[config.mk]
export PLATFORM = sky130hd
export DESIGN_NAME = ser_demux_rx
export DESIGN_NICKNAME = d
export VERILOG_FILES = /design/src/rtl/ser_demux_rx.sv
export SDC_FILE = /design/constraint.sdc
export NUM_CORES = 1
export LEC_CHECK = 0
export ABC_AREA = 1
export BUFFER_PORTS_ARGS = -buffer_cell sky130_fd_sc_hd__buf_4
export CORE_MARGIN = 8
export CORE_UTILIZATION = 45
export DETAILED_ROUTE_END_ITERATION = 8
export GPL_ROUTABILITY_DRIVEN = 0
export GPL_TIMING_DRIVEN = 0
export PLACE_DENSITY_LB_ADDON = 0.08
export SYNTH_ARGS = -nofsm -noshare
export SYNTH_HDL_FRONTEND = slang
export SYNTH_SLANG_ARGS = --single-unit
[constraint.sdc]
create_clock -name clk -period 2.5 [get_ports clk]
set_clock_uncertainty 0.05 [all_clocks]
set_input_delay 0.125 -clock clk [delete_from_list [all_inputs] [get_ports clk]]
set_output_delay 0.125 -clock clk [all_outputs]
set_load 0.02 [all_outputs]
[src/rtl/ser_demux_rx.sv]
// ser_demux_rx: bit-serial receiver that steers each bit into its slot of a parallel word.
// Define SER_DEMUX_PARITY_EN to receive a trailing even-parity bit per frame.
module ser_demux_rx #(
  parameter int WIDTH     = 8,
  parameter int IDXW      = 3,
  parameter bit LSB_FIRST = 1
) (
  input  logic             clk,
  input  logic             rst_n,
  input  logic             sin,
  input  logic             sin_valid,
  input  logic             sof,
  output logic [WIDTH-1:0] dout,
  output logic             dout_valid,
  input  logic             dout_ready,
  output logic [IDXW-1:0]  idx,
  output logic             overrun,
  input  logic             ovr_clr,
  output logic             parity_err
);
  localparam logic [0:0] HUNT = 1'b0;
  localparam logic [0:0] RECV = 1'b1;
`ifdef SER_DEMUX_PARITY_EN
  localparam int FL = WIDTH + 1;
`else
  localparam int FL = WIDTH;
`endif
  logic [0:0]       state;
  logic [WIDTH-1:0] sreg, word;
  logic [IDXW-1:0]  slot;
  logic             start, take, done, load;
  // The parity slot matches no data position, so it leaves word equal to sreg.
  always_comb begin
    start = sin_valid & sof;
    take  = sin_valid & (sof | (state == RECV));
    slot  = start ? '0 : idx;
    done  = take & (32'(slot) == FL - 1);
    load  = done & (~dout_valid | dout_ready);
    word  = start ? '0 : sreg;
    for (int i = 0; i < WIDTH; i++)
      if (32'(slot) == (LSB_FIRST ? i : WIDTH - 1 - i)) word[i] = sin;
  end
  always_ff @(posedge clk or negedge rst_n) begin
    if (!rst_n) begin
      state      <= HUNT;
      idx        <= '0;
      sreg       <= '0;
      dout       <= '0;
      dout_valid <= 1'b0;
      overrun    <= 1'b0;
    end else begin
      if (take) begin
        state <= RECV;
        idx   <= done ? '0 : slot + 1'b1;
        sreg  <= done ? '0 : word;
      end
      if (load) dout <= word;
      dout_valid <= load | (dout_valid & ~dout_ready);
      overrun    <= (done & ~load) | (overrun & ~ovr_clr);
    end
  end
`ifdef SER_DEMUX_PARITY_EN
  always_ff @(posedge clk or negedge rst_n) begin
    if (!rst_n) parity_err <= 1'b0;
    else if (load) parity_err <= ^sreg ^ sin;
  end
`else
  assign parity_err = 1'b0;
`endif
endmodule

# Yosys cells after proc, flatten, opt, wreduce, memory -nomap -nowiden
# Cells that the tools add are included.
dict set report word_totals {
  regBits 22
  in_bits 7
  out_inout_bits 14
  elab_cells 42
}
dict set report op_classes {
  addsub 1
  n_eq_ne 7
  mux 12
  bitwise_logic 15
  n_reduce_logical 1
}
# operator n
set ops {}
lappend ops {{$mux 8} 2}
lappend ops {{$eq 3x3->1 const B} 4}
lappend ops {{$mux 1} 8}
lappend ops {{$and 1x1->1} 7}
lappend ops {{$eq 3x2->1 const B} 2}
lappend ops {{$mux 3} 2}
lappend ops {{$not 1->1} 4}
lappend ops {{$or 1x1->1} 4}
lappend ops {{$add 3x1->3 const B} 1}
lappend ops {{$eq 3x1->1 const B} 1}
lappend ops {{$logic_not 3->1} 1}

# Depth between registers and ports, before layout
dict set report depth {
  depth_word 8
  mapped_depth 10
  mapped_depth_nobuf 9
}

# Worst setup path after synthesis
# Ideal clock, no wire load.
dict set report synth_timing {
  path_type {reg-to-reg}
  startpoint {register idx[0]}
  endpoint {register dout[1]}
  arrival_time_ps 1494
  t_required_ps 2332
  slack_ps 839
  path_stages_with_launch 9
  n_path_buf 0
  cell_sequence {dfrtp_1 inv_1 nor2_1 ha_1 nand2_4 nor2_8 inv_4 nand2_1 nand2_1}
}
dict set report synth_via {
  elab_chain_cells 4
}
# item line_no
set synth_rtl {}
lappend synth_rtl {{start: declaration} 16} ;# output logic [IDXW-1:0] idx,
lappend synth_rtl {{start signal: assignment} 54} ;# idx <= done ? '0 : slot + 1'b1;
lappend synth_rtl {{$mux 3 *} 36} ;# slot = start ? '0 : idx;
lappend synth_rtl {{$eq 3x3->1} 37} ;# done = take & (32'(slot) == FL - 1);
lappend synth_rtl {{$and 1x1->1} 37}
lappend synth_rtl {{$and 1x1->1} 38} ;# load = done & (~dout_valid | dout_ready);
lappend synth_rtl {{end signal: assignment} 57} ;# if (load) dout <= word;
lappend synth_rtl {{end: declaration} 13} ;# output logic [WIDTH-1:0] dout,
# Every way passes the cells marked *; elsewhere a longest branch is shown, timed or not.
# A chain may end at the register's enable or synchronous reset.

# Final worst setup path
dict set report layout_timing {
  startpoint {input sin_valid}
  endpoint {register dout[1]}
}
dict set report layout_via {
  elab_chain_cells 5
}
# item line_no
set layout_rtl {}
lappend layout_rtl {{start: declaration} 11} ;# input logic sin_valid,
lappend layout_rtl {{$and 1x1->1} 34} ;# start = sin_valid & sof;
lappend layout_rtl {{$mux 3} 36}
lappend layout_rtl {{$eq 3x3->1} 37}
lappend layout_rtl {{$and 1x1->1} 37}
lappend layout_rtl {{$and 1x1->1} 38}
# Several ways; a longest one is shown, not always the timed one.

==> results.json <==
{
  "worstPathRequired_ps": 2660,
  "rows": 18,
  "mostFrequentLayoutCell": "nand2_1",
  "min_path_type": "in -> reg",
  "dieArea_um2": 4388,
  "netlist.area_leader.share_pct": 48.46,
  "critPathLaunchType": "input port",
  "track_usage_pct": 12.37,
  "max_freq_mhz": 475.0,
  "finalHoldViolCount": 0,
  "die_h_um": 66.25,
  "critPathLaunch": "sin_valid",
  "firstDrtPassIters": 4,
  "arrival_ps": 2260,
  "fin_crit_sh_pct": 84.20,
  "num-fill-cells": 243,
  "setup-violations-final": 0,
  "hp-start": "dout_ready",
  "io_buffer_count": 19,
  "yosysUniqueCellTypes": 21,
  "drtIter0Drc": 46,
  "outcome": "completed",
  "clk_latency_ps": 300,
  "finalCoreUtilization_pct": 56.84,
  "initial_core_util_pct": 46.71,
  "synth.area.top_cells": "dfrtp_1 (48%), nand2_1 (21%), nand3_1 (5.7%)",
  "grt_max_degree": 23,
  "fp.dieW_um": 66.25,
  "post-route-drc-count": 0,
  "ant_nets": 0,
  "syn_inst": 142,
  "ctsHoldBuffers": 3,
  "via_per_inst": 4.889,
  "avgRoutedWirePerCell_um": 12.16,
  "cts.reportedPaths.clkPinSlew_ps": 120,
  "final_nets": 179,
  "syn_area_per_cell_um2": 8.001,
  "grt_pass1_wl_mm": 4.388,
  "cts_sinks": 22,
  "htreeDepth": 1,
  "numCtsBuffers": 3,
  "r2r-start": "idx[0]$_DFFE_PN0P_",
  "drv_slew": 0,
  "post_cts_resized": 0,
  "yosysWarnings": 0,
  "path_max_fanout": 10,
  "syn_area_um2": 1136,
  "pin_count": 21,
  "wl_mm": 2.407,
  "root_buffer": "clkbuf_4",
  "rsz0062_at_grt": "no",
  "grt-ovfl-total": 0,
  "cts_buffer_depth": 2,
  "grt_pass1_vias": 990,
  "ys_seq_area_share_pct": 48.46,
  "hpwl_mm": 1.816,
  "synth_seq_cells": 22,
  "fin_crit_ps": 2105,
  "worstSetupPathType": "in -> reg",
  "finalWorstSetupSlack_ps": 394.9,
  "antenna_found_initial": 0,
  "end_kind": "flip-flop",
  "max-cap-violations": 0,
  "synth_nets": 152,
  "dp_slack_ps": 623.6,
  "final_cell_mix": "nand2_1 (63), dfrtp_1 (22), buf_4 (21)",
  "p_leak_nw": 0.7643,
  "power.density_nw_per_um2": 930.4,
  "post-cts-setup-buffer-count": 0,
  "layout-drive-gt1-share_pct": 20.24,
  "num_antenna_cells": 0,
  "irDropWorstVdd_uv": 517.4,
  "setup_tns_ps": 0,
  "core_area_um2": 2432,
  "synthToLayoutAreaGrowth_pct": 21.70,
  "vias": 968,
  "yosys.area.top_type": "dfrtp_1",
  "cts_tree": "done"
}
## through the flow
| step | area, um2 | total power, W | instances | hold WS (ps) |
|---|---|---|---|---|
| 3_5_place_dp | 1316 | 0.001098 | 191 | -17.26 |
| 5_1_grt | 1383 | 0.001394 | 198 | 94.67 |
| 2_1_floorplan | 1136 | 0.0008954 | 142 | -220.6 |
| 4_1_cts | 1383 | 0.001302 | 198 | 89.25 |
| 3_3_place_gp | 1316 | 0.001086 | 191 | -21.61 |
| 6_report | 1383 | 0.001286 | 198 | 98.86 |
## cell usage after synthesis
cell type	instances
nand2_1	63
nor2_4	1
inv_1	10
nand4_1	4
o21ai_1	1
a31oi_1	1
nor2_8	1
nand2_4	2
buf_4	2
nand3_1	13
dfrtp_1	22
or2_2	1
nand2_8	1
conb_1	1
o21ai_0	5
inv_4	1
nor2_1	7
nand2_2	1
inv_2	1
ha_1	3
o22ai_1	1
## report_power, final
group | total [W] | internal (W) | leakage (nW) | switching (W)
logic | 0.000532 | 0.000211 | 0.454 | 0.000320
clock network | 0.000198 | 0.0000888 | 0.0210 | 0.000109
registers | 0.000557 | 0.000471 | 0.289 | 0.0000857
total | 0.00129 | 0.000771 | 0.764 | 0.000515
## sequential cells by signal (all words and copies together) (netlist names)
signal      flops
dout            8
sreg            8
idx             3
dout_valid      1
overrun         1
state           1
## worst paths after layout
path                                         to  slack [ps]  depth (start not counted)
min                        dout_valid$_DFF_PN0_         100                          4
max reg2reg                 dout[1]$_DFFE_PN0P_         750                          8
min in group asynchronous   sreg[7]$_DFFE_PN0P_         170                          2
max                         dout[1]$_DFFE_PN0P_         390                         12
max in group asynchronous   dout[0]$_DFFE_PN0P_        1990                          2
min reg2reg                 dout[3]$_DFFE_PN0P_         440                          2
## routing by layer
metal / global-route usage, % / wire, um
met2: 20.39 / 1158
met1: 15.28 / 1088
met4: 3.733 / 10
met5: 0 / 0
met3: 3.390 / 149
## kinds of logic (layout without fill, tap and decap cells)
family                   Yosys count  after routing  share of synthesized area (%)
AO/OA/AOI/OAI                      8              8                          3.744
other                              1              1                         0.3301
buffers and inverters             14             40                          5.507
adder cells (fa/ha/maj)            3              3                          3.304
flip-flops                        22             22                          48.46
AND/OR/NAND/NOR                   94             94                          38.66
## cell type report
cell class	count	area [um2]	share of cell area (%)
Buffer	2	15.01	1.086
Clock buffer	4	36.28	2.624
Inverter	12	47.55	3.439
Multi-Input combinational cell	106	523.0	37.83
Sequential cell	22	550.5	39.82
Tap cell	30	37.54	2.715
Timing Repair Buffer	22	172.7	12.49
## critical path, stage by stage
cell,delay (ps)
dlygate4sd3_1,540
buf_4,150
nand2_4,140
buf_4,190
nand2_1,90
nor2_1,170
ha_1,350
nand2_4,120
nor2_8,170
inv_4,70
nand2_1,70
nand2_1,50
Power figures use the tool's default switching activity.
